<file path="src/rtl/muldiv_sequencer_if.sv">
// ---------------------------------------------------------------------------
// muldiv_sequencer_if
// Bundle between the EXE stage (master) and the RV32M multiply/divide
// sequencer (slave).
//
// Handshake: EXE holds start with funct3/op1/op2 stable while the instruction
// sits in EXE. The sequencer accepts in IDLE when start=1 and flush=0. It
// keeps stall_req high until the result is ready. It then pulses
// result_valid for exactly one cycle, and in that cycle result carries the
// value. flush abandons any operation in flight and produces no pulse.
//
// Signals:
//   start        EXE -> seq  M-extension instruction present in EXE
//   funct3       EXE -> seq  operation select
//   op1, op2     EXE -> seq  rs1 / rs2 values
//   flush        EXE -> seq  pipeline flush, aborts the operation
//   stall_req    seq -> EXE  freeze IF/ID/EXE
//   busy         seq -> EXE  sequencer not idle (registered)
//   result_valid seq -> EXE  one-cycle result strobe
//   result       seq -> EXE  registered result
//   state_dbg    seq -> EXE  current FSM state, for observation only
// ---------------------------------------------------------------------------
interface muldiv_sequencer_if #(
    parameter int XLEN = 32
);
    logic            start;
    logic [2:0]      funct3;
    logic [XLEN-1:0] op1;
    logic [XLEN-1:0] op2;
    logic            flush;
    logic            stall_req;
    logic            busy;
    logic            result_valid;
    logic [XLEN-1:0] result;
    logic [1:0]      state_dbg;

    modport master (
        output start, funct3, op1, op2, flush,
        input  stall_req, busy, result_valid, result, state_dbg
    );

    modport slave (
        input  start, funct3, op1, op2, flush,
        output stall_req, busy, result_valid, result, state_dbg
    );
endinterface

</file>
<file path="src/rtl/muldiv_sequencer.sv">
// ---------------------------------------------------------------------------
// muldiv_sequencer
// Multi-cycle RV32M MUL/MULH/MULHSU/MULHU/DIV/DIVU/REM/REMU unit that sits
// beside EXE. It runs an iterative shift-add multiplier and a restoring
// shift-subtract divider on operand magnitudes, then applies the signs in
// a FIXUP cycle.
//
// Ports:
//   clk   rising-edge clock
//   rst   asynchronous active-high reset
//   bus   muldiv_sequencer_if.slave (start/funct3/op1/op2/flush in,
//         stall_req/busy/result_valid/result/state_dbg out)
//
// Build option:
//   MULDIV_FAST_MUL_EN  when defined, multiply ops use a single-cycle
//                       multiplier on accept and go straight to DONE.
//                       Divide ops always iterate.
// ---------------------------------------------------------------------------
module muldiv_sequencer #(
    parameter int XLEN  = 32,
    parameter int CNT_W = 6
) (
    input  logic              clk,
    input  logic              rst,
    muldiv_sequencer_if.slave bus
);
    typedef enum logic [1:0] {
        IDLE  = 2'd0,
        CALC  = 2'd1,
        FIXUP = 2'd2,
        DONE  = 2'd3
    } state_t;

    localparam logic [CNT_W-1:0] LAST_CNT = CNT_W'(XLEN - 1);
    localparam logic [XLEN-1:0]  INT_MIN  = {1'b1, {(XLEN-1){1'b0}}};

    state_t state, state_nxt;

    logic [CNT_W-1:0] count;
    logic [2:0]       fn;       // latched funct3
    logic             neg_res;  // negate product / quotient in FIXUP
    logic             neg_rem;  // remainder follows dividend sign
    logic [XLEN-1:0]  hi;       // mul: upper product, div: partial remainder
    logic [XLEN-1:0]  lo;       // mul: multiplier/lower product, div: dividend/quotient
    logic [XLEN-1:0]  opnd;     // mul: multiplicand, div: divisor
    logic [XLEN-1:0]  result_q;
    logic             busy_q;

    // ------------------------------------------------------------------
    // Accept-time decode
    // ------------------------------------------------------------------
    logic            accept, is_div, s1, s2, neg1, neg2;
    logic            div_zero, div_ovf, special, fast;
    logic [XLEN-1:0] mag1, mag2;

    assign accept = (state == IDLE) && bus.start && !bus.flush;
    assign is_div = bus.funct3[2];
    // op1 is signed for MULH/MULHSU/DIV/REM, op2 for MULH/DIV/REM.
    assign s1 = (bus.funct3 == 3'b001) || (bus.funct3 == 3'b010) ||
                (bus.funct3 == 3'b100) || (bus.funct3 == 3'b110);
    assign s2 = (bus.funct3 == 3'b001) || (bus.funct3 == 3'b100) ||
                (bus.funct3 == 3'b110);
    assign neg1 = s1 && bus.op1[XLEN-1];
    assign neg2 = s2 && bus.op2[XLEN-1];
    // -INT_MIN wraps back to 0x80000000, which is the correct unsigned magnitude.
    assign mag1 = neg1 ? -bus.op1 : bus.op1;
    assign mag2 = neg2 ? -bus.op2 : bus.op2;

    assign div_zero = is_div && (bus.op2 == '0);
    // Only signed DIV/REM (funct3[0]=0) can overflow.
    assign div_ovf  = is_div && !bus.funct3[0] &&
                      (bus.op1 == INT_MIN) && (bus.op2 == '1);
    assign special  = div_zero || div_ovf;

`ifdef MULDIV_FAST_MUL_EN
    logic signed [2*XLEN-1:0] fast_a, fast_b, fast_p;
    assign fast   = !is_div;
    assign fast_a = {{XLEN{neg1}}, bus.op1};
    assign fast_b = {{XLEN{neg2}}, bus.op2};
    assign fast_p = fast_a * fast_b;
`else
    assign fast = 1'b0;
`endif

    // ------------------------------------------------------------------
    // Iteration datapath (all sums XLEN+1 bits)
    // ------------------------------------------------------------------
    logic [XLEN:0] add_sum, rsh, sub;
    logic          ge;

    assign add_sum = lo[0] ? ({1'b0, hi} + {1'b0, opnd}) : {1'b0, hi};
    assign rsh     = {hi, lo[XLEN-1]};
    assign ge      = (rsh >= {1'b0, opnd});
    assign sub     = rsh - {1'b0, opnd};

    // ------------------------------------------------------------------
    // Sign fixup and result select
    // ------------------------------------------------------------------
    logic [2*XLEN-1:0] prod_s;
    logic [XLEN-1:0]   quot_s, rem_s, fix_res;

    assign prod_s = neg_res ? -{hi, lo} : {hi, lo};
    assign quot_s = neg_res ? -lo : lo;
    assign rem_s  = neg_rem ? -hi : hi;

    always_comb begin
        fix_res = prod_s[XLEN-1:0];
        case (fn)
            3'b000:                 fix_res = prod_s[XLEN-1:0];
            3'b001, 3'b010, 3'b011: fix_res = prod_s[2*XLEN-1:XLEN];
            3'b100, 3'b101:         fix_res = quot_s;
            default:                fix_res = rem_s;
        endcase
    end

    // ------------------------------------------------------------------
    // FSM: state register
    // ------------------------------------------------------------------
    always_ff @(posedge clk or posedge rst) begin
        if (rst) state <= IDLE;
        else     state <= state_nxt;
    end

    // FSM: next state
    always_comb begin
        state_nxt = state;
        case (state)
            IDLE:    if (accept) state_nxt = (special || fast) ? DONE : CALC;
            CALC:    if (count == LAST_CNT) state_nxt = FIXUP;
            FIXUP:   state_nxt = DONE;
            DONE:    state_nxt = IDLE;  // start seen here is the same instruction
            default: state_nxt = IDLE;
        endcase
        if (bus.flush) state_nxt = IDLE;
    end

    // FSM: outputs
    always_comb begin
        bus.stall_req    = accept || (state == CALC) || (state == FIXUP);
        bus.result_valid = (state == DONE) && !bus.flush;
        bus.state_dbg    = state;
    end

    assign bus.busy   = busy_q;
    assign bus.result = result_q;

    // ------------------------------------------------------------------
    // Datapath registers
    // ------------------------------------------------------------------
    always_ff @(posedge clk or posedge rst) begin
        if (rst) begin
            busy_q   <= 1'b0;
            count    <= '0;
            fn       <= '0;
            neg_res  <= 1'b0;
            neg_rem  <= 1'b0;
            hi       <= '0;
            lo       <= '0;
            opnd     <= '0;
            result_q <= '0;
        end else begin
            busy_q <= (state_nxt != IDLE);
            case (state)
                IDLE: begin
                    if (accept) begin
                        fn      <= bus.funct3;
                        count   <= '0;
                        hi      <= '0;
                        neg_res <= neg1 ^ neg2;
                        neg_rem <= neg1;
                        if (is_div) begin
                            lo   <= mag1;
                            opnd <= mag2;
                        end else begin
                            lo   <= mag2;
                            opnd <= mag1;
                        end
                        if (div_zero)
                            result_q <= bus.funct3[1] ? bus.op1 : '1;
                        else if (div_ovf)
                            result_q <= bus.funct3[1] ? '0 : INT_MIN;
`ifdef MULDIV_FAST_MUL_EN
                        else if (fast)
                            result_q <= (bus.funct3 == 3'b000) ?
                                        fast_p[XLEN-1:0] : fast_p[2*XLEN-1:XLEN];
`endif
                    end
                end
                CALC: begin
                    count <= count + CNT_W'(1);
                    if (!fn[2]) begin
                        {hi, lo} <= {add_sum, lo[XLEN-1:1]};
                    end else begin
                        hi <= ge ? sub[XLEN-1:0] : rsh[XLEN-1:0];
                        lo <= {lo[XLEN-2:0], ge};
                    end
                end
                FIXUP: begin
                    if (!bus.flush) result_q <= fix_res;
                end
                default: ;
            endcase
        end
    end
endmodule

</file>
<file path="src/flat_wrapper.sv">
// flat-port wrapper written by rule: the top's interface ports become plain ports
module muldiv_sequencer_flat 
#(
    parameter int XLEN  = 32,
    parameter int CNT_W = 6
)
  (clk, rst, bus_start, bus_funct3, bus_op1, bus_op2, bus_flush, bus_stall_req, bus_busy, bus_result_valid, bus_result, bus_state_dbg);
  muldiv_sequencer_if #(.XLEN(XLEN)) bus_i ();
  input  logic clk;
  input  logic rst;
  input wire logic [$bits(bus_i.start)-1:0] bus_start;
  input wire logic [$bits(bus_i.funct3)-1:0] bus_funct3;
  input wire logic [$bits(bus_i.op1)-1:0] bus_op1;
  input wire logic [$bits(bus_i.op2)-1:0] bus_op2;
  input wire logic [$bits(bus_i.flush)-1:0] bus_flush;
  output wire logic [$bits(bus_i.stall_req)-1:0] bus_stall_req;
  output wire logic [$bits(bus_i.busy)-1:0] bus_busy;
  output wire logic [$bits(bus_i.result_valid)-1:0] bus_result_valid;
  output wire logic [$bits(bus_i.result)-1:0] bus_result;
  output wire logic [$bits(bus_i.state_dbg)-1:0] bus_state_dbg;
  assign bus_i.start = bus_start;
  assign bus_i.funct3 = bus_funct3;
  assign bus_i.op1 = bus_op1;
  assign bus_i.op2 = bus_op2;
  assign bus_i.flush = bus_flush;
  assign bus_stall_req = bus_i.stall_req;
  assign bus_busy = bus_i.busy;
  assign bus_result_valid = bus_i.result_valid;
  assign bus_result = bus_i.result;
  assign bus_state_dbg = bus_i.state_dbg;
  muldiv_sequencer #(.XLEN(XLEN), .CNT_W(CNT_W)) u_core (.clk(clk), .rst(rst), .bus(bus_i));
endmodule
</file>
<file path="config.mk">
export PLATFORM = sky130hd
export DESIGN_NAME = muldiv_sequencer_flat
export DESIGN_NICKNAME = d
export VERILOG_FILES = /design/src/rtl/muldiv_sequencer_if.sv /design/src/rtl/muldiv_sequencer.sv /design/src/flat_wrapper.sv
export SDC_FILE = /design/constraint.sdc
export NUM_CORES = 1
export LEC_CHECK = 0
export CAP_MARGIN = 20
export CORE_MARGIN = 2
export CORE_UTILIZATION = 45
export DETAILED_ROUTE_END_ITERATION = 6
export SYNTH_ARGS = -nofsm -noshare
export SYNTH_HDL_FRONTEND = slang
export SYNTH_SLANG_ARGS = --single-unit
</file>
<file path="constraint.sdc">
create_clock -name clk -period 5.8 [get_ports clk]
set_input_delay 1.45 -clock clk [delete_from_list [all_inputs] [get_ports clk]]
set_output_delay 1.45 -clock clk [all_outputs]
set_load 0.05 [all_outputs]
</file>
# == Word-level counts from Yosys, hierarchy flattened ==
# Cells that the tools add are included.
# word_totals
regBits,142
latchBits,0
mem_bits_rw,0
rom_bits,0
inputBits,71
out_inout_bits,37
elab_cells,98
mem_count,0
# op_classes
n_addsub,8
mul,0
div_mod_pow,0
n_lt_le_gt_ge,1
eq_ne,18
shift,0
muxes,30
n_bitwise,1
reduce_logical,30
# op_table
op,count
$mux W32,17
$pmux W32 S2,3
$neg A32 Y32,4
$pmux W32 S3,1
$eq A32 B32 Y1 const B,2
$mux W64,1
$neg A64 Y64,1
$add A32 B32 Y33,1
$ge A33 B32 Y1,1
$mux W33,1
$logic_not A32 Y1,1
$sub A32 B32 Y32,1
$eq A3 B3 Y1 const B,4
$pmux W6 S2,1
$eq A3 B2 Y1 const B,3
$logic_and A1 B1 Y1,9
$logic_or A1 B1 Y1,8
$mux W2,4
$pmux W2 S4,1
$add A6 B1 Y6 const B,1
$eq A3 B1 Y1 const B,2
$eq A6 B5 Y1 const B,1
$mux W6,1
$reduce_bool A2 Y1,3
other kinds (13),16

# == Longest topological paths before layout ==
# Gate-level depths: netlist of run 1.
# logic_depth
word_depth,10
ltp_mapped,13
mapped_depth_nobuf,13

# == Least setup slack after synthesis of run 1 ==
# No wires, ideal clock.
# synth_timing
path_kind,in2out
from,input bus_flush
to,output bus_stall_req
arrival_ps,2919
t_required_ps,4350
slack_ps,1431
cell_stages,5
n_path_buf,2
cell_sequence,nor4b_2 > nor2_1 > clkbuf_1 > clkbuf_1 > nand2_1
# synth_between
elab_chain_len,4
# synth_rtl
item,line_no,text
start: declaration,flat_wrapper.sv:15,input wire logic [$bits(bus_i.flush)-1:0] bus_flush;
$logic_not A1 Y1,muldiv_sequencer.sv:56,assign accept = (state == IDLE) && bus.start && !bus.flush;
$logic_and A1 B1 Y1,muldiv_sequencer.sv:56,
$logic_or A1 B1 Y1 (2 in a row),muldiv_sequencer.sv:139,bus.stall_req = accept || (state == CALC) || (state == FIXUP);
end: declaration,flat_wrapper.sv:16,output wire logic [$bits(bus_i.stall_req)-1:0] bus_stall_req;
# Every way passes these cells.

# == Worst setup path after layout of run 1 ==
# Ends and elaborated chain as after synthesis.

==> parameters.txt, run 1 <==
Parameter                              Value

Floorplanning
  Die span in y ... about 190 µm
  Top-level I/O count ... ~110
  Horizontal die dimension ... between 150 and 200 µm
  Placeable Area ... 0.0335 mm²
  Die area ... 0.0356 mm²
  Initial standard-cell utilization of the core ... 45.7%
  Row count ... between 60 and 70

Setup path
  Kind of capture point of the worst setup path ... output pin
  CP startpoint kind ... input pin
  Worst setup path class ... in -> out
  Critical path required time ... 4350 ps
  Arr. time, crit path ... 3560 ps
  Critical path peak fanout ... 7

Clocking
  TritonCTS clock tree ... built
  Clk Tree Root Cell ... sky130_fd_sc_hd__clkbuf_16
  Level count of the clock H-tree ... 4
  Maximum buffer depth of the clock tree ... 2
  Clock latency of the later-clocked register in the worst-skew pair ... approximately 460 ps
  CTS Buf Count ... 17
  Hold buffers post-CTS ... 0
  Resize count post-CTS ... 0
  Setup bufs post-CTS ... 0
  Clock slew at the register clock pins of the worst setup and hold paths ... 60 ps
  Clock sinks ... around 140

Hold path
  Classification of the worst-slack hold path ... reg -> reg

STA
  Max Fclk ... 200 MHz
  Final number of hold-violating endpoints ... 0
  Fin crit period ... 5010 ps
  Unrepaired setup endpoints after global routing ... no
  Clock skew ... between 15 and 20 ps
  Worst max-slew margin expressed relative to the limit ... 35.0%
  Final TNS setup ... 0 ps
  Transition time of the tightest slew-check pin ... about 980 ps
  Slew Limit Fails ... 0
  Final period util ... about 86%
  Endpoints failing setup ... 0

Drt
  Drt first-iter violations ... 1675
  Vias ... 16.1k
  Post-route ant nets ... 0
  WL per Instance ... 24.2 µm
  Sum of routed wire length over all layers ... between 60 and 70 mm
  Average vias per placed instance ... 6.38
  Detailed-route DRC error count ... 0
  Drt pass-1 iters ... 6

Yosys
  Async set-reset flop share out of synthesis ... 100%
  Number of enable flip-flop cells after synthesis ... 0
  Post-Synthesis Cell Area ... 0.0153 mm²
  Dominant cells by area after synthesis ... sky130_fd_sc_hd__dfrtp_1 (23%), sky130_fd_sc_hd__a21oi_1 (6.5%), sky130_fd_sc_hd__o21ai_0 (6.3%), sky130_fd_sc_hd__ha_1 (5.7%), sky130_fd_sc_hd__xor2_1 (5.7%)
  Number of warnings issued by yosys ... 0
  Share of the synthesized area in the top cell type ... 23.2%
  Share of the yosys chip area belonging to registers ... 23.2%
  Register bit total from synthesis ... 142
  Post-Syn Nets ... 2205
  Most frequently used flop master after synthesis ... sky130_fd_sc_hd__dfrtp_1
  Count of unique library cells instantiated by Yosys ... 79
  Synthesized instance count ... 2062
  Cell type with the largest total area after synthesis ... sky130_fd_sc_hd__dfrtp_1
  Average cell area after synthesis ... 7.44 µm²

Finish
  Share of layout cells above drive strength 1 ... roughly 5.6%
  Post-route cell area ... 0.0173 mm²
  Number of nets at the end of the flow ... 2205
  Final standard cell utilization of the core ... 51.5%
  ANT cells ... 0
  Area overhead of the layout relative to synthesis ... 12.6%

GRT
  First-pass GRT wire length ... 92.7 mm
  Tot GR Track Use ... ~34%
  Maximum number of pins on one net before global-route repair ... 90
  Via count of the first global-routing pass ... 14.7k
  Number of antenna violations at the first check in global routing ... 0
  GRT Residual Overflow ... 0

Placed design
  Count of input and output buffers ... 107
  Last weighted congestion value of the routability-driven placer ... 0.956
  Placed instance area ... between 0.015 and 0.02 mm²
  DPL Wire Length ... 46.8 mm

Run status
  Result of the run ... completed

Power
  Relative contribution of the clock network to total power ... 13.8%
  Leakage Power ... 0.00696 µW
  Worst VDD drop ... 0.386 mV
  Part of the power in registers ... 23.0%
  Proportion of power drawn by combinational gates ... between 60% and 70%
  Internal power ... 4020 µW
  Switching portion of total power ... 51.9%
  Power per unit of standard cell area ... 483 mW/mm²
  Switching Power ... 4330 µW
  Final Power ... 8350 µW

Flow run
  Number of maximum-capacitance constraint violations ... 0
[synthesized netlist by cell type, types with 23 or more instances]
master                     number
sky130_fd_sc_hd__clkbuf_1     146
sky130_fd_sc_hd__o31ai_1       29
sky130_fd_sc_hd__a21oi_1      200
sky130_fd_sc_hd__mux2i_1       69
sky130_fd_sc_hd__nand2_1      200
sky130_fd_sc_hd__xnor2_1       93
sky130_fd_sc_hd__ha_1          70
sky130_fd_sc_hd__o211ai_1      33
sky130_fd_sc_hd__a31oi_1       27
sky130_fd_sc_hd__nand3_1       43
sky130_fd_sc_hd__xor2_1        99
sky130_fd_sc_hd__inv_1         72
sky130_fd_sc_hd__a211oi_1      42
sky130_fd_sc_hd__nor2_1       169
sky130_fd_sc_hd__a21o_1        35
sky130_fd_sc_hd__nor3_1        49
sky130_fd_sc_hd__o21ai_0      193
sky130_fd_sc_hd__dfrtp_1      142
sky130_fd_sc_hd__nand4_1       28
sky130_fd_sc_hd__o22ai_1       23
[layer usage]
layer	global-route usage, %	part of all wire (%)	up-vias
met1	47.6	45	7749
met4	13.9	4.0	0
met2	51.8	44	701
met5	0	0	-
met3	6.71	7.7	105
li1	-	-	7530
[cell families after synthesis]
group	Yosys count	share of synthesized area (%)
AO/OA/AOI/OAI	714	29.0
adder cells (fa/ha/maj)	72	5.97
flip-flops	142	23.2
multiplexers	78	5.16
XOR/XNOR	192	11.0
AND/OR/NAND/NOR	627	19.7
buffers and inverters	237	6.00
[worst paths after layout]
check	start	depth (start not counted)	slack, ps	to
min	u_core.count[5]	1	490	u_core.count[5]
max in group asynchronous	rst	3	3360	u_core.bus.result[13]
max	bus_flush	5	790	bus_stall_req
min reg2reg	u_core.count[5]	1	490	u_core.count[5]
min in group asynchronous	rst	2	1550	u_core.opnd[7]
max reg2reg	u_core.lo[31]	13	1630	u_core.hi[30]
[power groups by stage]
| stage | logic (µW) | registers [µW] | clock network, µW |
|---|---|---|---|
| 6_report | 5280 | 1920 | 1150 |
| 5_1_grt | 5790 | 1950 | 1200 |
| 4_1_cts | 5180 | 1900 | 1160 |
| 3_5_place_dp | 5150 | 1910 | 0 |
| 3_3_place_gp | 5110 | 1910 | 0 |
| 2_1_floorplan | 4020 | 1570 | 0 |
[flip-flops by register name, indices dropped and copies added, names as in the netlist, 2 cells and up]
register and cells:
u_core.fn 3, u_core.bus.state_dbg 2, u_core.lo 32, u_core.count 6, u_core.bus.result 32, u_core.opnd 32, u_core.hi 32
[metrics by stage]
stage,setup slack [ps],hold WS (ps),instances
after floorplan,540,447,2062
after global placement,717,465,2489
after detailed placement,652,475,2489
after CTS,785,486,2521
after global routing,665,509,2523
final,788,488,2523
[cell type report]
class                   instances  area (µm²)
repair buffers                146        1400
well taps                     448         561
flip-flops and latches        142        3560
clock buffers                  20         447
inverters                      72         275
multi-input cells            1683       10900
fillers                      3364       16300
clock inverters                12         136
[placed cells by master (no fill, tap or decap), drive strengths merged, types with 10 or more instances in the layout]
| master | count |
|---|---|
| a21o | 35 |
| inv | 75 |
| buf | 39 |
| ha | 70 |
| o22ai | 23 |
| o21ai | 197 |
| xnor2 | 93 |
| nand2 | 200 |
| nor2b | 15 |
| nor4 | 18 |
| nor3 | 49 |
| nand2b | 17 |
| o31ai | 30 |
| a22o | 10 |
| o221ai | 11 |
| clkbuf | 20 |
| a22oi | 16 |
| mux2i | 69 |
| a21oi | 200 |
| o211ai | 33 |
| nor2 | 169 |
| dfrtp | 142 |
| xor2 | 99 |
| o21a | 11 |
| nand4 | 28 |
| nand3 | 43 |
| o41ai | 13 |
| or4 | 20 |
| or3 | 14 |
| a211oi | 42 |
| a31oi | 27 |
| or2 | 11 |
| clkdlybuf4s50 | 106 |
[worst max-delay path, cell delays in order]
cell                              delay [ps]
sky130_fd_sc_hd__clkdlybuf4s50_1         560
sky130_fd_sc_hd__nor4b_4                 370
sky130_fd_sc_hd__nor2_2                   70
sky130_fd_sc_hd__nand2_1                 240
sky130_fd_sc_hd__clkdlybuf4s50_1         870
Power figures use the tool's default switching activity.
==> run 2, diff against run 1 <==
==> constraint.sdc (replaced) <==
create_clock -name clk -period 5.8 [get_ports clk]
set_input_delay 1.45 -clock clk [delete_from_list [all_inputs] [get_ports clk]]
set_output_delay 1.45 -clock clk [all_outputs]
set_load 0.01 [all_outputs]
==> run 2 against run 1 <==
The flow now finishes with violations (DRC); cell area is 0.25% higher; sequential share of layout area is 0.052 points lower; cell count is 0.12% higher; utilization is 0.13 points higher; worst setup slack better by 230 ps; fmax is 4.8% higher; via count is 0.62% higher; clock power is 3% higher; first-iteration DRC count is 4.5% higher; largest cell class unchanged; largest power group unchanged; highest routed layer unchanged.
==> parameters.txt, run 2 (same netlist as run 1, synthesis figures left out) <==
Parameter                              Value

Run status
  Result of the run ... finished with violations
  Failing checks ... DRC

Setup path
  Critical path launch point ... bus_flush
  Launching point of the worst reg2reg path ... u_core.lo[0]
  Worst setup path class ... in -> out
  Critical path required time ... 4350 ps (about the same)
  Critical path peak fanout ... 7 (unchanged)
  Arr. time, crit path ... 3330 ps (-230 ps)
  Top delay family on crit path ... buffers and inverters
  Count of buffer and inverter cells on the critical path ... 2 (unchanged)
  Slowest library cell on the worst path ... sky130_fd_sc_hd__clkdlybuf4s50_1
  CP max stage delay ... 620 ps (-250 ps)
  CP startpoint kind ... input pin
  CP dominant cell by count ... sky130_fd_sc_hd__clkdlybuf4s50_1
  Kind of capture point of the worst setup path ... output pin
  Critical path cell sequence ... clkdlybuf4s50_1 -> nor4b_4 -> nor2_2 -> nand2_1 -> clkdlybuf4s50_1

Power
  Internal power ... 4080 µW (+1.7%)
  Leakage Power ... 0.00699 µW (+0.46%)
  Proportion of power drawn by combinational gates ... 63.7% (+0.5 points)
  Worst VDD drop ... 0.236 mV (-39%)
  Part of the power in registers ... 22.1% (-0.9 points)
  Relative contribution of the clock network to total power ... 14.3% (+0.5 points)
  Switching portion of total power ... 51.1% (-0.75 points)
  Switching Power ... 4270 µW (-1.3%)
  Power per unit of standard cell area ... 483 mW/mm² (-0.13%)

Floorplanning
  Top-level I/O count ... 108 (unchanged)
  Row count ... 67 (unchanged)
  Die span in y ... 189 µm (unchanged)
  Horizontal die dimension ... 189 µm (unchanged)
  Die area ... 0.0356 mm² (unchanged)
  Initial standard-cell utilization of the core ... 45.7% (unchanged)
  Placeable Area ... 0.0335 mm² (unchanged)

Drt
  Vias ... 16.2k (+0.62%)
  Drt pass-1 iters ... 7 (+1)
  Sum of routed wire length over all layers ... 60.6 mm (-0.92%)
  Post-route ant nets ... 0 (unchanged)
  Detailed-route DRC error count ... 3 (+3)
  WL per Instance ... 24.0 µm (-1.0%)
  Drt first-iter violations ... 1751 (+4.5%)
  Average vias per placed instance ... 6.41 (+0.50%)

STA
  Slew Limit Fails ... 0 (unchanged)
  Max Fclk ... 209 MHz (+4.8%)
  Transition time of the tightest slew-check pin ... 1010 ps (+35.2 ps)
  Final number of hold-violating endpoints ... 0 (unchanged)
  Fin crit period ... 4780 ps (-231 ps)
  Unrepaired setup endpoints after global routing ... no
  Final TNS setup ... 0 ps (unchanged)
  Endpoints failing setup ... 0 (unchanged)
  Worst max-slew margin expressed relative to the limit ... 31.8% (-3.2 points)
  Clock skew ... 15.7 ps (-2.92 ps)
  Final period util ... 82.4% (-4.0 points)

Finish
  Share of layout cells above drive strength 1 ... 5.77% (+0.18 points)
  Post-route cell area ... 0.0173 mm² (+0.25%)
  ANT cells ... 0 (unchanged)
  Area overhead of the layout relative to synthesis ... 12.9%
  Most frequent cells in the layout ... sky130_fd_sc_hd__a21oi_1 (200), sky130_fd_sc_hd__nand2_1 (200), sky130_fd_sc_hd__o21ai_0 (192), sky130_fd_sc_hd__nor2_1 (168), sky130_fd_sc_hd__dfrtp_1 (139)
  Number of nets at the end of the flow ... 2208 (+0.14%)
  Non-Filler Instances ... 2526 (+0.12%)

Clocking
  Clk Tree Root Cell ... sky130_fd_sc_hd__clkbuf_16
  Clock slew at the register clock pins of the worst setup and hold paths ... 60 ps (about the same)
  Hold buffers post-CTS ... 0 (unchanged)
  Level count of the clock H-tree ... 4 (unchanged)
  Setup bufs post-CTS ... 0 (unchanged)
  Maximum buffer depth of the clock tree ... 2 (unchanged)
  TritonCTS clock tree ... built
  Resize count post-CTS ... 0 (unchanged)
  Clock latency of the later-clocked register in the worst-skew pair ... 460 ps (about the same)
  Clock sinks ... 142 (unchanged)
  CTS Buf Count ... 17 (unchanged)

Placed design
  Last weighted congestion value of the routability-driven placer ... 0.955 (-0.16%)
  DPL Wire Length ... 46.5 mm (-0.66%)
  Count of input and output buffers ... 107 (unchanged)
  Placed instance area ... 0.0167 mm² (+0.14%)
  Number of cells after detailed placement ... 2492 (+0.12%)

Hold path
  Classification of the worst-slack hold path ... reg -> reg
  Min-Delay Startpoint ... u_core.count[5]

GRT
  First-pass GRT wire length ... 92.3 mm (-0.44%)
  Via count of the first global-routing pass ... 14.9k (+0.86%)
  Maximum number of pins on one net before global-route repair ... 77 (-14%)
  Number of antenna violations at the first check in global routing ... 0 (unchanged)
  GRT Residual Overflow ... 0 (unchanged)
  Tot GR Track Use ... 33.9% (-0.31 points)

Flow run
  Number of maximum-capacitance constraint violations ... 0 (unchanged)
==> run 2: cell count changes in the layout (fill, tap and decap cells not counted) <==
cell and change:
sky130_fd_sc_hd__buf_4 +3, sky130_fd_sc_hd__clkinv_2 +1, sky130_fd_sc_hd__clkinvlp_4 -1, sky130_fd_sc_hd__buf_16 -1, sky130_fd_sc_hd__clkinv_4 +1, sky130_fd_sc_hd__bufinv_16 +1, sky130_fd_sc_hd__clkbuf_16 +1, sky130_fd_sc_hd__inv_6 -1
sky130_fd_sc_hd__clkbuf_1 -1
==> run 2: layout make-up <==
cell class	instances	area (µm²)
clock buffers	19	443
clock inverters	13	164
repair buffers	149	1420
inverters	72	275
multi-input cells	1683	10900
flip-flops and latches	142	3560
fillers	3385	16200
well taps	448	561
==> run 2: worst paths after layout <==
path | slack, ps | endpoint | cells past startpoint
setup reg to reg | 1460 | u_core.bus.result[24] | 10
min in group asynchronous | 1490 | u_core.opnd[11] | 2
hold / removal | 490 | u_core.count[5] | 1
setup / recovery | 1020 | bus_stall_req | 5
hold reg to reg | 490 | u_core.count[5] | 1
max in group asynchronous | 3420 | u_core.bus.result[29] | 3
==> run 2: stage by stage <==
stage / total power (µW) / hold slack (ps) / worst slack, ps / utilization, %
6_report: 8360 / 494 / 1020 / 51.6
4_1_cts: 8240 / 486 / 1030 / 51.5
3_3_place_gp: 6970 / 465 / 712 / 49.7
2_1_floorplan: 5510 / 447 / 540 / -
5_1_grt: 8910 / 521 / 937 / 51.6
3_5_place_dp: 7020 / 475 / 693 / 49.7
==> run 2: layer usage <==
metal	up-vias	track usage [%]	share of wire (%)
li1	7530	-	-
met1	7917	48.1	45
met2	657	53.1	45
met3	81	4.66	6.8
met4	0	10.9	3.1
met5	-	0	0
==> run 2: worst register-to-register path, stage by stage, from the launching register on <==
cell and delay, ps:
sky130_fd_sc_hd__dfrtp_2 500, sky130_fd_sc_hd__inv_1 700, sky130_fd_sc_hd__ha_1 280, sky130_fd_sc_hd__or3b_2 500, sky130_fd_sc_hd__nor2_1 370, sky130_fd_sc_hd__and2_1 250
sky130_fd_sc_hd__nand4_1 490, sky130_fd_sc_hd__o21ai_0 410, sky130_fd_sc_hd__xnor2_1 110, sky130_fd_sc_hd__a221oi_1 510, sky130_fd_sc_hd__a311oi_1 90
==> run 2: power groups by stage <==
stage,clock (µW),sequential (µW),combinational (µW)
2_1_floorplan,0,1490,4020
4_1_cts,1200,1820,5220
3_3_place_gp,0,1830,5140
3_5_place_dp,0,1830,5190
5_1_grt,1240,1870,5800
6_report,1190,1850,5320
==> run 3, diff against run 2 <==
- PLACE_DENSITY: default -> 0.66
- clock period: 5.8 -> 4 ns (I/O delays scaled with it)
==> run 3 against run 2 <==
The flow still finishes with violations (DRC); die area is the same; combinational power grew 56%; worst setup slack lost 760 ps; non-clock buffer count grew 115; cell area grew 5.2%; cell count grew 4.6%; utilization grew 2.7 points; total power grew 50%; global-route usage grew 0.68 points; clock power grew 50%; critical path type is now in -> reg; highest routed layer is now met5.
==> parameters.txt, run 3 (same netlist as run 1, synthesis figures left out) <==
Parameter                              Value

Drt
  Post-route ant nets ... 0 (unchanged)
  Highest routing layer actually used ... met5
  Drt first-iter violations ... 1743 (-0.46%)
  Metal-1 WL ... 27.1 mm (-0.52%)
  Detailed-route DRC error count ... 1 (-2)
  Met3 Wirelength ... 5.20 mm (+25%)
  Sum of routed wire length over all layers ... 62.0 mm (+2.4%)
  Average vias per placed instance ... 6.34 (-0.99%)
  WL per Instance ... 23.5 µm (-2.1%)
  Met2 routed wirelength ... 27.1 mm (-0.88%)
  Drt pass-1 iters ... 7 (unchanged)
  Vias ... 16.8k (+3.5%)

Setup path
  Critical path launch point ... bus_op2[24]
  Launching point of the worst reg2reg path ... u_core.lo[31]
  Capture point of the worst reg-to-reg path ... u_core.hi[30]
  Top delay family on crit path ... simple AND/OR/NAND/NOR gates
  Critical Path Stages ... 12 (+7)
  Critical path peak fanout ... 19 (+12)
  Reg-to-reg slack, setup ... 270 ps (-1190 ps)
  Reg2reg path depth ... 13 (+3)
  CP startpoint kind ... input pin
  Arr. time, crit path ... 4100 ps (+770 ps)
  Count of buffer and inverter cells on the critical path ... 3 (+1)
  End of the critical path ... u_core.bus.result[28]
  Critical path cell sequence ... clkdlybuf4s50_1 -> or4_4 -> or4_4 -> or3_4 -> nor4_4 -> buf_4 -> o21ai_2 -> and2_1 -> buf_12 -> nor3_1 -> a21oi_1 -> o21ai_0
  Slowest library cell on the worst path ... sky130_fd_sc_hd__or4_4
  CP dominant cell by count ... sky130_fd_sc_hd__or4_4
  CP max stage delay ... 540 ps (-80 ps)
  Worst setup path class ... in -> reg
  Critical path required time ... 4360 ps (about the same)
  Kind of capture point of the worst setup path ... register

STA
  Clock skew ... 16.1 ps (+0.372 ps)
  Max Fclk ... 267 MHz
  Final period util ... 93.6%
  Worst max-slew margin expressed relative to the limit ... 33.1% (+1.4 points)
  Unrepaired setup endpoints after global routing ... no
  Fin crit period ... ~3700 ps
  Endpoints failing setup ... 0 (unchanged)
  Worst Setup Slack, final ... 256 ps (-764 ps)
  Slew Limit Fails ... 0 (unchanged)
  Final number of hold-violating endpoints ... 0 (unchanged)
  Transition time of the tightest slew-check pin ... 1000 ps (-7.94 ps)

Clocking
  Maximum buffer depth of the clock tree ... 2 (unchanged)
  Clock latency of the later-clocked register in the worst-skew pair ... 450 ps (about the same)
  Level count of the clock H-tree ... 4 (unchanged)
  Clock slew at the register clock pins of the worst setup and hold paths ... 70 ps (about the same)
  Hold buffers post-CTS ... 0 (unchanged)
  Clk Tree Root Cell ... sky130_fd_sc_hd__clkbuf_16
  Clock sinks ... 142 (unchanged)
  CTS Buf Count ... 17 (unchanged)
  TritonCTS clock tree ... built

Flow run
  Number of maximum-capacitance constraint violations ... 0 (unchanged)

Finish
  Final standard cell utilization of the core ... 54.3% (+2.7 points)
  Non-Filler Instances ... 2641 (+4.6%)
  Number of nets at the end of the flow ... 2323 (+5.2%)
  Number of filler instances in the final layout ... 3297 (-2.6%)
  Area overhead of the layout relative to synthesis ... 18.8%
  Share of layout cells above drive strength 1 ... 10.8% (+5.0 points)
  Most frequent cells in the layout ... sky130_fd_sc_hd__a21oi_1 (200), sky130_fd_sc_hd__nand2_1 (200), sky130_fd_sc_hd__o21ai_0 (191), sky130_fd_sc_hd__nor2_1 (168), sky130_fd_sc_hd__buf_4 (151)
  ANT cells ... 0 (unchanged)

Power
  Power per unit of standard cell area ... 690 mW/mm² (+43%)
  Leakage Power ... 0.00754 µW (+7.9%)
  Worst VDD drop ... 0.363 mV (+53%)

GRT
  Tot GR Track Use ... 34.6% (+0.68 points)
  GRT Residual Overflow ... 0 (unchanged)
  Maximum number of pins on one net before global-route repair ... 102 (+32%)
  Number of antenna violations at the first check in global routing ... 1 (+1)
  First-pass GRT wire length ... 94.8 mm (+2.7%)
  Via count of the first global-routing pass ... 15.5k (+4.6%)

Run status
  Failing checks ... DRC
  Result of the run ... finished with violations

Placed design
  Last weighted congestion value of the routability-driven placer ... 0.989 (+3.6%)
  Number of cells after detailed placement ... 2608 (+4.7%)
  Count of input and output buffers ... 107 (unchanged)
  Worst slack at placement ... -203 ps (-897 ps)
  DPL Wire Length ... 48.3 mm (+3.9%)

Floorplanning
  Die span in y ... 189 µm (unchanged)
  Top-level I/O count ... 108 (unchanged)
  Row count ... 67 (unchanged)
  Placeable Area ... 0.0335 mm² (unchanged)
  Die area ... 0.0356 mm² (unchanged)
  Initial standard-cell utilization of the core ... 45.7% (unchanged)
  Horizontal die dimension ... 189 µm (unchanged)

Hold path
  Classification of the worst-slack hold path ... reg -> reg
  Worst Hold Path Cells ... 1 (unchanged)
-- run 3: changes by cell type in the layout (fill, tap and decap cells not counted), sizes merged --
cell / before / now
dlymetal6s2s: 1 / 0
clkbuf: 20 / 18
buf: 41 / 157
clkinv: 6 / 4
inv: 74 / 78
-- run 3: what timing repair did --
item	4_1_cts	5_1_grt
buffers inserted	0	0
gates resized for setup	0	1
endpoints found under the setup margin	0	1
-- run 3: worst min path at each step --
stage	slack, ps	to	from
after CTS	490	u_core.count[5]	u_core.count[5]
after floorplan	450	u_core.count[5]	u_core.count[5]
after global placement	470	u_core.count[5]	u_core.count[5]
after global routing	520	u_core.count[5]	u_core.count[5]
final	490	u_core.count[5]	u_core.count[5]
after detailed placement	470	u_core.count[5]	u_core.count[5]
-- run 3: layer usage --
layer	vias to the layer above	track usage, %
li1	7763	-
met2	827	53.0
met5	-	0
met1	8011	48.5
met4	2	13.3
met3	151	5.79
-- run 3: final cells by class --
| cell class | count | area [µm²] | share of cell area [%] |
|---|---|---|---|
| clock buffers | 17 | 425 | 2.33 |
| clock inverters | 15 | 203 | 1.11 |
| inverters | 72 | 274 | 1.50 |
| multi-input cells | 1683 | 10900 | 59.8 |
| flip-flops and latches | 142 | 3560 | 19.5 |
| well taps | 448 | 561 | 3.08 |
| repair buffers | 264 | 2300 | 12.6 |
-- run 3: stage by stage --
step / cell area [µm²] / setup TNS (ps) / total power (µW) / hold slack [ps]
finish: 18200 / 0 / 12600 / 486
global route: 18200 / 0 / 13400 / 516
CTS: 18200 / 0 / 12400 / 486
detailed placement: 17600 / -3480 / 10500 / 473
global placement: 17600 / -1560 / 10500 / 465
floorplan: 15300 / 0 / 7990 / 447
-- run 3: power by group --
group          internal, µW  leakage, µW  switching, µW  total [µW]
combinational          3420      0.00545           4860        8280
sequential             1810      0.00179            679        2490
clock                  1010     0.000306            783        1790
